$ cat config.mk
export PLATFORM = sky130hd
export DESIGN_NAME = syrup_mem_tester
export DESIGN_NICKNAME = d
export VERILOG_FILES = /design/src/rtl/syrup_mem_tester_pkg.sv /design/src/rtl/syrup_mem_tester_checker.sv /design/src/rtl/syrup_mem_tester.sv
export SDC_FILE = /design/constraint.sdc
export NUM_CORES = 1
export LEC_CHECK = 0
export CAP_MARGIN = 10
export CORE_MARGIN = 5
export CORE_UTILIZATION = 31
export CTS_CLUSTER_SIZE = 14
export DETAILED_ROUTE_END_ITERATION = 10
export RECOVER_POWER = 50
export SYNTH_ARGS = -nofsm -noshare
export SYNTH_HDL_FRONTEND = slang
export SYNTH_HIERARCHICAL = 1
export SYNTH_SLANG_ARGS = --single-unit
$ cat constraint.sdc
create_clock -name CLK -period 11.3 [get_ports CLK]
set_clock_uncertainty 0.05 [all_clocks]
set_input_delay 2.26 -clock CLK [delete_from_list [all_inputs] [get_ports CLK]]
set_output_delay 2.26 -clock CLK [all_outputs]
set_load 0.02 [all_outputs]
$ cat src/rtl/syrup_mem_tester_pkg.sv
// Shared constants and the data-pattern generator for the Syrup memory tester.
package syrup_mem_tester_pkg;

    localparam int unsigned ERR_W = 16;
    localparam logic [ERR_W-1:0] ERR_MAX = '1;

    localparam logic [2:0] ST_IDLE  = 3'd0;
    localparam logic [2:0] ST_WRITE = 3'd1;
    localparam logic [2:0] ST_READ  = 3'd2;
    localparam logic [2:0] ST_DRAIN = 3'd3;
    localparam logic [2:0] ST_DONE  = 3'd4;

    localparam logic [1:0] MODE_COUNT = 2'd0;
    localparam logic [1:0] MODE_ADDR  = 2'd1;
    localparam logic [1:0] MODE_NADDR = 2'd2;
    localparam logic [1:0] MODE_RSVD  = 2'd3;

    // Pattern for word idx at addr; the caller truncates/extends to W_D.
    // ~address is taken over the address width only, so it zero-extends.
    function automatic logic [63:0] pattern_word(
        input logic [1:0]  mode,
        input logic [63:0] idx,
        input logic [63:0] seed,
        input logic [63:0] addr,
        input logic [63:0] addr_mask
    );
        logic [63:0] r;
        case (mode)
            MODE_ADDR:  r = addr & addr_mask;
            MODE_NADDR: r = ~addr & addr_mask;
            default:    r = idx + seed;
        endcase
        return r;
    endfunction

endpackage

$ cat src/rtl/syrup_mem_tester_checker.sv
// Per-port read checker: delays {valid, expected} by READ_LATENCY cycles and
// flags a mismatch against the memory's Q in the cycle the data is due.
module syrup_mem_tester_checker
    import syrup_mem_tester_pkg::*;
#(
    parameter int unsigned W_D          = 32,
    parameter int unsigned READ_LATENCY = 1
) (
    input  logic           CLK,
    input  logic           RST,
    input  logic           VALID_IN,
    input  logic [W_D-1:0] EXP_IN,
    input  logic [W_D-1:0] Q,
    output logic           MISMATCH
);

    logic [READ_LATENCY-1:0] vld_q;
    logic [W_D-1:0]          exp_q [READ_LATENCY];

    // Valid-bit shift register; cleared by reset so in-flight reads are dropped.
    always_ff @(posedge CLK) begin
        if (RST) begin
            vld_q <= '0;
        end else begin
            vld_q[0] <= VALID_IN;
            for (int unsigned i = 1; i < READ_LATENCY; i++) begin
                vld_q[i] <= vld_q[i-1];
            end
        end
    end

    // Expected-data shift register, qualified only by the valid bits.
    always_ff @(posedge CLK) begin
        exp_q[0] <= EXP_IN;
        for (int unsigned i = 1; i < READ_LATENCY; i++) begin
            exp_q[i] <= exp_q[i-1];
        end
    end

    assign MISMATCH = vld_q[READ_LATENCY-1] && (Q != exp_q[READ_LATENCY-1]);

endmodule

$ cat src/rtl/syrup_mem_tester.sv
// N-port memory exerciser: writes a pattern over a region, reads it back and
// counts mismatching words. Every output is a register; next values are
// computed combinationally from the next state so outputs track the FSM.
module syrup_mem_tester
    import syrup_mem_tester_pkg::*;
#(
    parameter int unsigned NUM_PORTS    = 2,
    parameter int unsigned W_A          = 24,
    parameter int unsigned W_D          = 32,
    parameter int unsigned LED_WIDTH    = 8,
    parameter logic [63:0] BASE_ADDR    = 64'd0,
    parameter int unsigned NUM_WORDS    = 256,
    parameter int unsigned STRIDE       = 4,
    parameter int unsigned READ_LATENCY = 1,
    parameter int unsigned SEED         = 0
) (
    input  logic                       CLK,
    input  logic                       RST,
    input  logic                       START,
    input  logic [1:0]                 MODE,
    output logic                       BUSY,
    output logic                       DONE,
    output logic                       PASS,
    output logic [ERR_W-1:0]           ERR_COUNT,
    output logic [LED_WIDTH-1:0]       LED,
    output logic [NUM_PORTS*W_A-1:0]   MEM_ADDR,
    output logic [NUM_PORTS*W_D-1:0]   MEM_D,
    output logic [NUM_PORTS-1:0]       MEM_WE,
    output logic [NUM_PORTS-1:0]       MEM_RE,
    input  logic [NUM_PORTS*W_D-1:0]   MEM_Q
);

    localparam int unsigned BEATS     = NUM_WORDS / NUM_PORTS;
    localparam logic [63:0] ADDR_MASK = (W_A >= 64) ? '1 : ((64'd1 << W_A) - 64'd1);

    logic [2:0]  state_q, state_d;
    logic [31:0] beat_q, beat_d;
    logic [1:0]  mode_q, mode_d;
    logic        clr_err;

    logic [NUM_PORTS-1:0]     we_d, re_d;
    logic [NUM_PORTS*W_A-1:0] addr_d;
    logic [NUM_PORTS*W_D-1:0] data_d, exp_d, exp_q;
    logic [NUM_PORTS-1:0]     mismatch;

    logic [31:0]          hit_cnt, err_sum;
    logic [ERR_W-1:0]     err_base, err_d;
    logic                 busy_d, done_d, pass_d;
    logic [LED_WIDTH-1:0] led_d;

    // FSM next state and beat counter; the beat counter doubles as the drain timer.
    always_comb begin
        state_d = state_q;
        beat_d  = beat_q;
        mode_d  = mode_q;
        clr_err = 1'b0;
        case (state_q)
            ST_IDLE, ST_DONE: begin
                if (START) begin
                    state_d = ST_WRITE;
                    beat_d  = '0;
                    mode_d  = MODE;
                    clr_err = 1'b1;
                end
            end
            ST_WRITE: begin
                if (beat_q == BEATS - 1) begin
                    state_d = ST_READ;
                    beat_d  = '0;
                end else begin
                    beat_d = beat_q + 32'd1;
                end
            end
            ST_READ: begin
                if (beat_q == BEATS - 1) begin
                    state_d = ST_DRAIN;
                    beat_d  = '0;
                end else begin
                    beat_d = beat_q + 32'd1;
                end
            end
            ST_DRAIN: begin
                if (beat_q == READ_LATENCY - 1) begin
                    state_d = ST_DONE;
                    beat_d  = '0;
                end else begin
                    beat_d = beat_q + 32'd1;
                end
            end
            default: begin
                state_d = ST_IDLE;
                beat_d  = '0;
            end
        endcase
    end

    // Per-port address, write data and expected data for the upcoming beat.
    always_comb begin
        logic [63:0] idx, addr_full, pat;
        we_d      = '0;
        re_d      = '0;
        addr_d    = '0;
        data_d    = '0;
        exp_d     = '0;
        idx       = '0;
        addr_full = '0;
        pat       = '0;
        for (int unsigned p = 0; p < NUM_PORTS; p++) begin
            idx       = 64'(beat_d) * 64'(NUM_PORTS) + 64'(p);
            addr_full = (BASE_ADDR + idx * 64'(STRIDE)) & ADDR_MASK;
            pat       = pattern_word(mode_d, idx, 64'(SEED), addr_full, ADDR_MASK);
            if (state_d == ST_WRITE || state_d == ST_READ) begin
                addr_d[p*W_A +: W_A] = W_A'(addr_full);
            end
            if (state_d == ST_WRITE) begin
                we_d[p]              = 1'b1;
                data_d[p*W_D +: W_D] = W_D'(pat);
            end
            if (state_d == ST_READ) begin
                re_d[p]             = 1'b1;
                exp_d[p*W_D +: W_D] = W_D'(pat);
            end
        end
    end

    // Saturating error accumulation of this cycle's mismatch strobes.
    always_comb begin
        hit_cnt = '0;
        for (int unsigned p = 0; p < NUM_PORTS; p++) begin
            hit_cnt = hit_cnt + 32'(mismatch[p]);
        end
        err_base = clr_err ? '0 : ERR_COUNT;
        err_sum  = 32'(err_base) + hit_cnt;
        err_d    = (err_sum > 32'(ERR_MAX)) ? ERR_MAX : err_sum[ERR_W-1:0];
    end

    // Status flags and LED image derived from next-cycle values.
    always_comb begin
        busy_d = (state_d == ST_WRITE) || (state_d == ST_READ) || (state_d == ST_DRAIN);
        done_d = (state_d == ST_DONE);
        pass_d = done_d && (err_d == '0);
        led_d  = {pass_d, done_d, busy_d, err_d[LED_WIDTH-4:0]};
    end

    // State and output registers.
    always_ff @(posedge CLK) begin
        if (RST) begin
            state_q   <= ST_IDLE;
            beat_q    <= '0;
            mode_q    <= MODE_COUNT;
            BUSY      <= 1'b0;
            DONE      <= 1'b0;
            PASS      <= 1'b0;
            ERR_COUNT <= '0;
            LED       <= '0;
            MEM_ADDR  <= '0;
            MEM_D     <= '0;
            MEM_WE    <= '0;
            MEM_RE    <= '0;
            exp_q     <= '0;
        end else begin
            state_q   <= state_d;
            beat_q    <= beat_d;
            mode_q    <= mode_d;
            BUSY      <= busy_d;
            DONE      <= done_d;
            PASS      <= pass_d;
            ERR_COUNT <= err_d;
            LED       <= led_d;
            MEM_ADDR  <= addr_d;
            MEM_D     <= data_d;
            MEM_WE    <= we_d;
            MEM_RE    <= re_d;
            exp_q     <= exp_d;
        end
    end

    for (genvar gp = 0; gp < NUM_PORTS; gp++) begin : g_chk
        syrup_mem_tester_checker #(
            .W_D          (W_D),
            .READ_LATENCY (READ_LATENCY)
        ) u_chk (
            .CLK      (CLK),
            .RST      (RST),
            .VALID_IN (MEM_RE[gp]),
            .EXP_IN   (exp_q[gp*W_D +: W_D]),
            .Q        (MEM_Q[gp*W_D +: W_D]),
            .MISMATCH (mismatch[gp])
        );
    end

endmodule

# Word-level counts from Yosys, hierarchy flattened
# Memory sizes are Yosys's and may differ from the RTL's.
# Index checks and enable logic that the tools add are counted.
# word_totals
romBits	0
input_bits	69
latchBits	0
mem_count	2
ram_bits	64
out_inout_bits	143
word_cells	73
reg_bits	244
# op_classes
shifts	0
div_mod_pow	0
n_lt_le_gt_ge	1
n_bitwise	5
n_reduce_logical	13
eq_ne	13
add_sub_neg	4
muxes	19
multipliers	0
# mem_list
name	depth	word_bits	read_ports	rd_clocked_by_memory_dff	write_ports	line	source
g_chk[0].u_chk.exp_q	1	32	1	0	1	syrup_mem_tester_checker.sv:18	logic [W_D-1:0] exp_q [READ_LATENCY];
g_chk[1].u_chk.exp_q	1	32	1	0	1	syrup_mem_tester_checker.sv:18	
# ops
cell	n
one-hot mux 32 bit (2 select lines)	2
two-way mux 32 bit	3
one-hot mux 32 bit (3 select lines)	1
adder 32 x 1 -> 32 bit (second input constant)	2
!= test 32 bit	2
inverter 24 bit	2
== test 32 x 7 -> 1 bit (second input constant)	1
logical NOT 32 bit	1
two-way mux 16 bit	2
adder 16 x 2 -> 17 bit	1
greater-than comparator 17 x 16 -> 1 bit (second input constant)	1
logical NOT 16 bit	1
== test 3 x 2 -> 1 bit (second input constant)	4
two-way mux 3 bit	4
one-hot mux 3 bit (4 select lines)	1
OR reduction 2 bit	5
== test 3 x 1 -> 1 bit (second input constant)	2
== test 3 bit (second input constant)	2
two-way mux 1 bit	4
two-way mux 2 bit	2
logical AND 1 bit	3
logical NOT 3 bit	1
inverter 1 bit	3
adder 1 x 1 -> 2 bit	1
other kinds (3)	4

# Logic depth before layout (Yosys ltp)
# depth
word_depth	9
mapped_depth	14
ltp_nobuf	12

# Hierarchy
# Netlist, hierarchy kept.
# by_module_without_submodules
module	seq_area_each_um2	cells_per_inst	n_inst	area_per_inst_um2
syrup_mem_tester	2962.8	802	1	7245.7
syrup_mem_tester_checker	660.6	77	2	1017.2

# Worst setup path before layout
# OpenSTA, ideal clock, no wires.
# synth_timing
kind	input port to flip-flop
start	input port START
end	register PASS
required_time_ps	11158
n_path_buf	3
t_arrival_ps	5060
setup_slack_ps	6098
cell_stages	13
path_cell_list	or3b_1 > buf_2 > clkbuf_1 > and2_1 > fa_1 > ha_1 > and3_1 > clkbuf_1 > and3_1 > a31o_2 > a221oi_1 > o211ai_1 > nor4_1
# synth_between
elab_chain_len	8
# synth_lines
item	line	source
start, declared	syrup_mem_tester.sv:19	input logic START,
two-way mux 1 bit	syrup_mem_tester.sv:59	if (START) begin
two-way mux 1 bit	syrup_mem_tester.sv:57	case (state_q)
two-way mux 16 bit	syrup_mem_tester.sv:132	err_base = clr_err ? '0 : ERR_COUNT;
adder 16 x 2 -> 17 bit	syrup_mem_tester.sv:133	err_sum = 32'(err_base) + hit_cnt;
greater-than comparator 17 x 16 -> 1 bit	syrup_mem_tester.sv:134	err_d = (err_sum > 32'(ERR_MAX)) ? ERR_MAX : err_sum[ERR_W-1:0];
two-way mux 16 bit	syrup_mem_tester.sv:134	
logical NOT 16 bit	syrup_mem_tester.sv:141	pass_d = done_d && (err_d == '0);
logical AND 1 bit *	syrup_mem_tester.sv:141	
end signal, assigned	syrup_mem_tester.sv:167	PASS <= pass_d;
end, declared	syrup_mem_tester.sv:23	output logic PASS,
# Mark *: on every way between the ends. The rest lies on a longest branch, timed or not.
# A chain may end at the register's enable or synchronous reset.

# Worst setup path after layout
# layout_timing
start	input port START
end	register exp_q[54]
# layout_rtl
item	line	source
two-way mux 2 bit *	syrup_mem_tester.sv:59	
two-way mux 2 bit *	syrup_mem_tester.sv:57	
net mode_d[1]	syrup_mem_tester.sv:38	logic [1:0] mode_q, mode_d;
== test 2 bit / == test 2 x 1 -> 1 bit (equally long branches)	syrup_mem_tester_pkg.sv:28	case (mode)
one-hot mux 32 bit (2 select lines) *	syrup_mem_tester_pkg.sv:28	
end signal, assigned	syrup_mem_tester.sv:174	exp_q <= exp_d;
end, declared	syrup_mem_tester.sv:43	logic [NUM_PORTS*W_D-1:0] data_d, exp_d, exp_q;
# The timed path passes the listed nets; every way through them passes the cells marked *.

==> summary.txt <==
Clock network
  – Hold_buf cts: 0
  – Clk buf depth: 3
  – H-tree Lvls: 1
  – CTS Root Cell: clkbuf_16
  – Postcts setup bufs: 0
  – Clk sinks: about 210
  – Clock slew at reported path FFs: 60 ps
  – CTS tree: built
  – # resized after CTS: 0
  – Clock Latency Late Sink: about 520 ps
  – CTS Buf Count: 23

Final layout
  – Share of layout cells above drive strength 1: ~8.5%
  – Most frequent cells in the layout: dfxtp_1 (214), clkdlybuf4s50_1 (129), dlygate4sd3_1 (76), nor2_1 (74), xnor2_1 (72)
  – Commonest non-fill, non-tap cell in the layout: dfxtp_1
  – Final design utilization: between 40 and 50%
  – Reg area: 4280 sq um
  – Area Growth Syn to Fin: 28.5%
  – Final #Nets: roughly 1200
  – N_diodes: 0
  – Final Instance Area: roughly 12000 sq um
  – Filler Cell Count: approximately 2900
  – Area of the multi-input gates: 4220 sq um

Routing
  – Avg WL per Cell: 19.0 um
  – Via-to-Cell Ratio: 5.07
  – DRC: 0
  – ANT nets after route: 0
  – Initial drt markers: 604
  – Initial DRT Pass Iterations: 5
  – DR vias: 7504
  – Overall routed net length: 28200 um

Synthesis
  – Yosys reg bits: between 200 and 250
  – Mapped cell area: 9280 sq um
  – Ys flop type: dfxtp_1
  – Sequential share of the synthesized area: a little under half
  – Distinct cells, synth: 84
  – Asr flop ratio synth: 0%
  – Post-Syn Instances: 956
  – Synth warn: 6
  – Count of flip-flops with a built-in enable after synthesis: 0
  – Synth Area per Inst: 9.71 sq um

Critical path
  – Cell breakdown of the critical path: clkdlybuf4s50_1 > nor3b_2 > mux2i_1 > inv_1 > ha_1 > buf_4 > inv_1 > nand2_1 > or4_1 > a21oi_1 > nor4_1
  – Largest delay contributor family on the critical path: simple AND/OR/NAND/NOR gates
  – CP Data Arrival Time: about 6500 ps
  – CP max stage cell: nor3b_2
  – Crit Path Class: in2reg
  – Crit. End Element: register
  – WP data required: 11610 ps
  – Reg-to-reg endpoint: exp_q[54]$_SDFF_PP0_
  – CP dominant cell by count: inv_1
  – Crit path launch type: input pin
  – R2r worst-path depth: 10
  – Crit-path max cell delay: 790 ps
  – Crit Path Max Fanout: around 40
  – WP buf/inv: 4
  – R2R setup slack: 6840 ps
  – RR Startpoint: state_q[0]$_SDFF_PP0_

Job
  – Maxcap violations: 1

STA
  – Final Hold Fails: 0
  – Final setup TNS: 0 ps
  – Slew margin rel.: -96.3%
  – Final period utilization: 55.1%
  – RSZ-0062 raised after global routing: false
  – Worst Max-Slew Pin Slew: 2940 ps
  – Minimum clock period: 6230 ps
  – Fmax: approximately 160 MHz
  – Endpoints failing setup: 0
  – Slew Viols, Final: 61

Floorplan
  – Starting Density: 31.3%
  – Die area: 33500 sq um
  – Die Height: between 150 and 200 um
  – Row Count: 63
  – Die Wd: 183 um
  – Core Box Area: 29600 sq um
  – Top Ports: 212

Hold path
  – Hold path depth: 0
  – Worst Hold Class: reg2reg
  – Hold Path End: g_chk[0].u_chk/exp_q[0][0]$_DFF_P_
  – HP Start: exp_q[0]$_SDFF_PP0_

Placement
  – IO Port Bufs: 206
  – RD Place Congestion: 0.849
  – DP HPWL: 20800 um
  – Placed Area: 11200 sq um

Global routing
  – First-pass GRT wire length: about 43000 um
  – Largest net degree at the start of global routing: 61
  – Initial antenna violation count: 0
  – Gr usage total: 16.0%
  – Vias in the first global route: approximately 7400
  – GR Overflow Total: 0

Pwr
  – Total power: about 1.7 mW
  – Worst VDD drop: 0.0997 mV
  – Pleak: 4.50 nW
  – PwrDens: 145 nW/um^2

Run status
  – Status: complete, but fails checks
  – Violated checks: max-capacitance violations, max-slew violations
## cells in the mapped netlist, types with 4 or more instances
cell type,instances,area (sq um)
nand3_1,24,120
buf_2,20,100
a31oi_1,6,37.5
nor3_2,4,40.0
o211ai_1,5,37.5
dfxtp_1,214,4280
or3_1,4,25.0
nand4_2,4,50.1
nor4_1,22,138
xor2_1,6,52.6
and4_1,8,70.1
nand2_1,37,139
a32oi_1,4,35.0
xnor2_1,72,631
a21oi_1,44,220
buf_4,70,526
nand2b_1,6,37.5
a211oi_2,10,125
nor3b_1,4,30.0
o21ai_0,14,70.1
mux2i_1,18,180
o31ai_1,5,37.5
nor3_1,29,145
nand4_1,37,231
inv_1,17,63.8
nor2b_1,9,56.3
a211oi_1,21,158
o31a_1,7,61.3
ha_1,6,75.1
clkbuf_1,28,105
and3_1,34,213
and2_1,11,68.8
nor2_1,74,278
## registers in the layout (all words and copies together), names as in the netlist
signal and count:
exp_q 34, PASS 1, beat_q 32, MEM_ADDR 22, MEM_D 34, ERR_COUNT 16
g_chk.u_chk/exp_q 64, state_q 3, g_chk.u_chk/vld_q 2, MEM_WE 1, mode_q 2, MEM_RE 1
LED 2
## cells by family after synthesis
group,synth area share [%]
compound gates,13.6
xor+xnor,7.36
fa+ha+maj,1.02
buf+inv,8.80
flops,46.2
mux,2.31
other cells,0.0404
simple gates,20.7
## area by class of cell
class,instances,area share (%)
well taps,390,4.09
multi-input cells,609,35.4
flip-flops and latches,214,35.9
clock inverters,10,1.21
clock buffers,27,5.12
repair buffers,214,17.7
inverters,17,0.535
## stage by stage
stage,setup slack (ps),hold WS (ps),cells
after CTS,5130,276,1481
after global placement,4760,262,1444
final,5070,275,1481
after detailed placement,4580,262,1444
after floorplan,6100,260,960
after global routing,4760,286,1481
## worst max path at each step
stage,start,to,slack [ps],cells after the start
final,START,exp_q[54]$_SDFF_PP0_,5070,11
after global placement,START,exp_q[54]$_SDFF_PP0_,4760,11
after detailed placement,START,exp_q[54]$_SDFF_PP0_,4580,11
after global routing,START,exp_q[54]$_SDFF_PP0_,4760,11
after floorplan,START,PASS$_SDFF_PP0_,6100,13
after CTS,START,exp_q[54]$_SDFF_PP0_,5130,11
## worst reg2reg max path, cell delays in order, from the launching register on
cell	delay (ps)
dfxtp_1	480
nor3b_2	850
mux2i_1	420
inv_1	90
ha_1	270
buf_4	250
inv_1	640
nand2_1	420
or4_1	570
a21oi_1	190
nor4_1	90
## routing by layer
| metal | global-route usage [%] | wire, um | part of all wire, % | vias up |
|---|---|---|---|---|
| li1 | - | - | - | 3614 |
| met1 | 21.8 | 12500 | 44 | 3523 |
| met2 | 26.4 | 12900 | 46 | 317 |
| met3 | 2.86 | 2070 | 7.3 | 50 |
| met4 | 3.87 | 683 | 2.4 | 0 |
| met5 | 0 | 0 | 0 | - |
## power breakdown
part,switching [mW],internal [mW]
registers,0.00937,0.766
clock network,0.305,0.455
logic,0.116,0.0829
No activity file was read; power rests on OpenSTA's default activity.
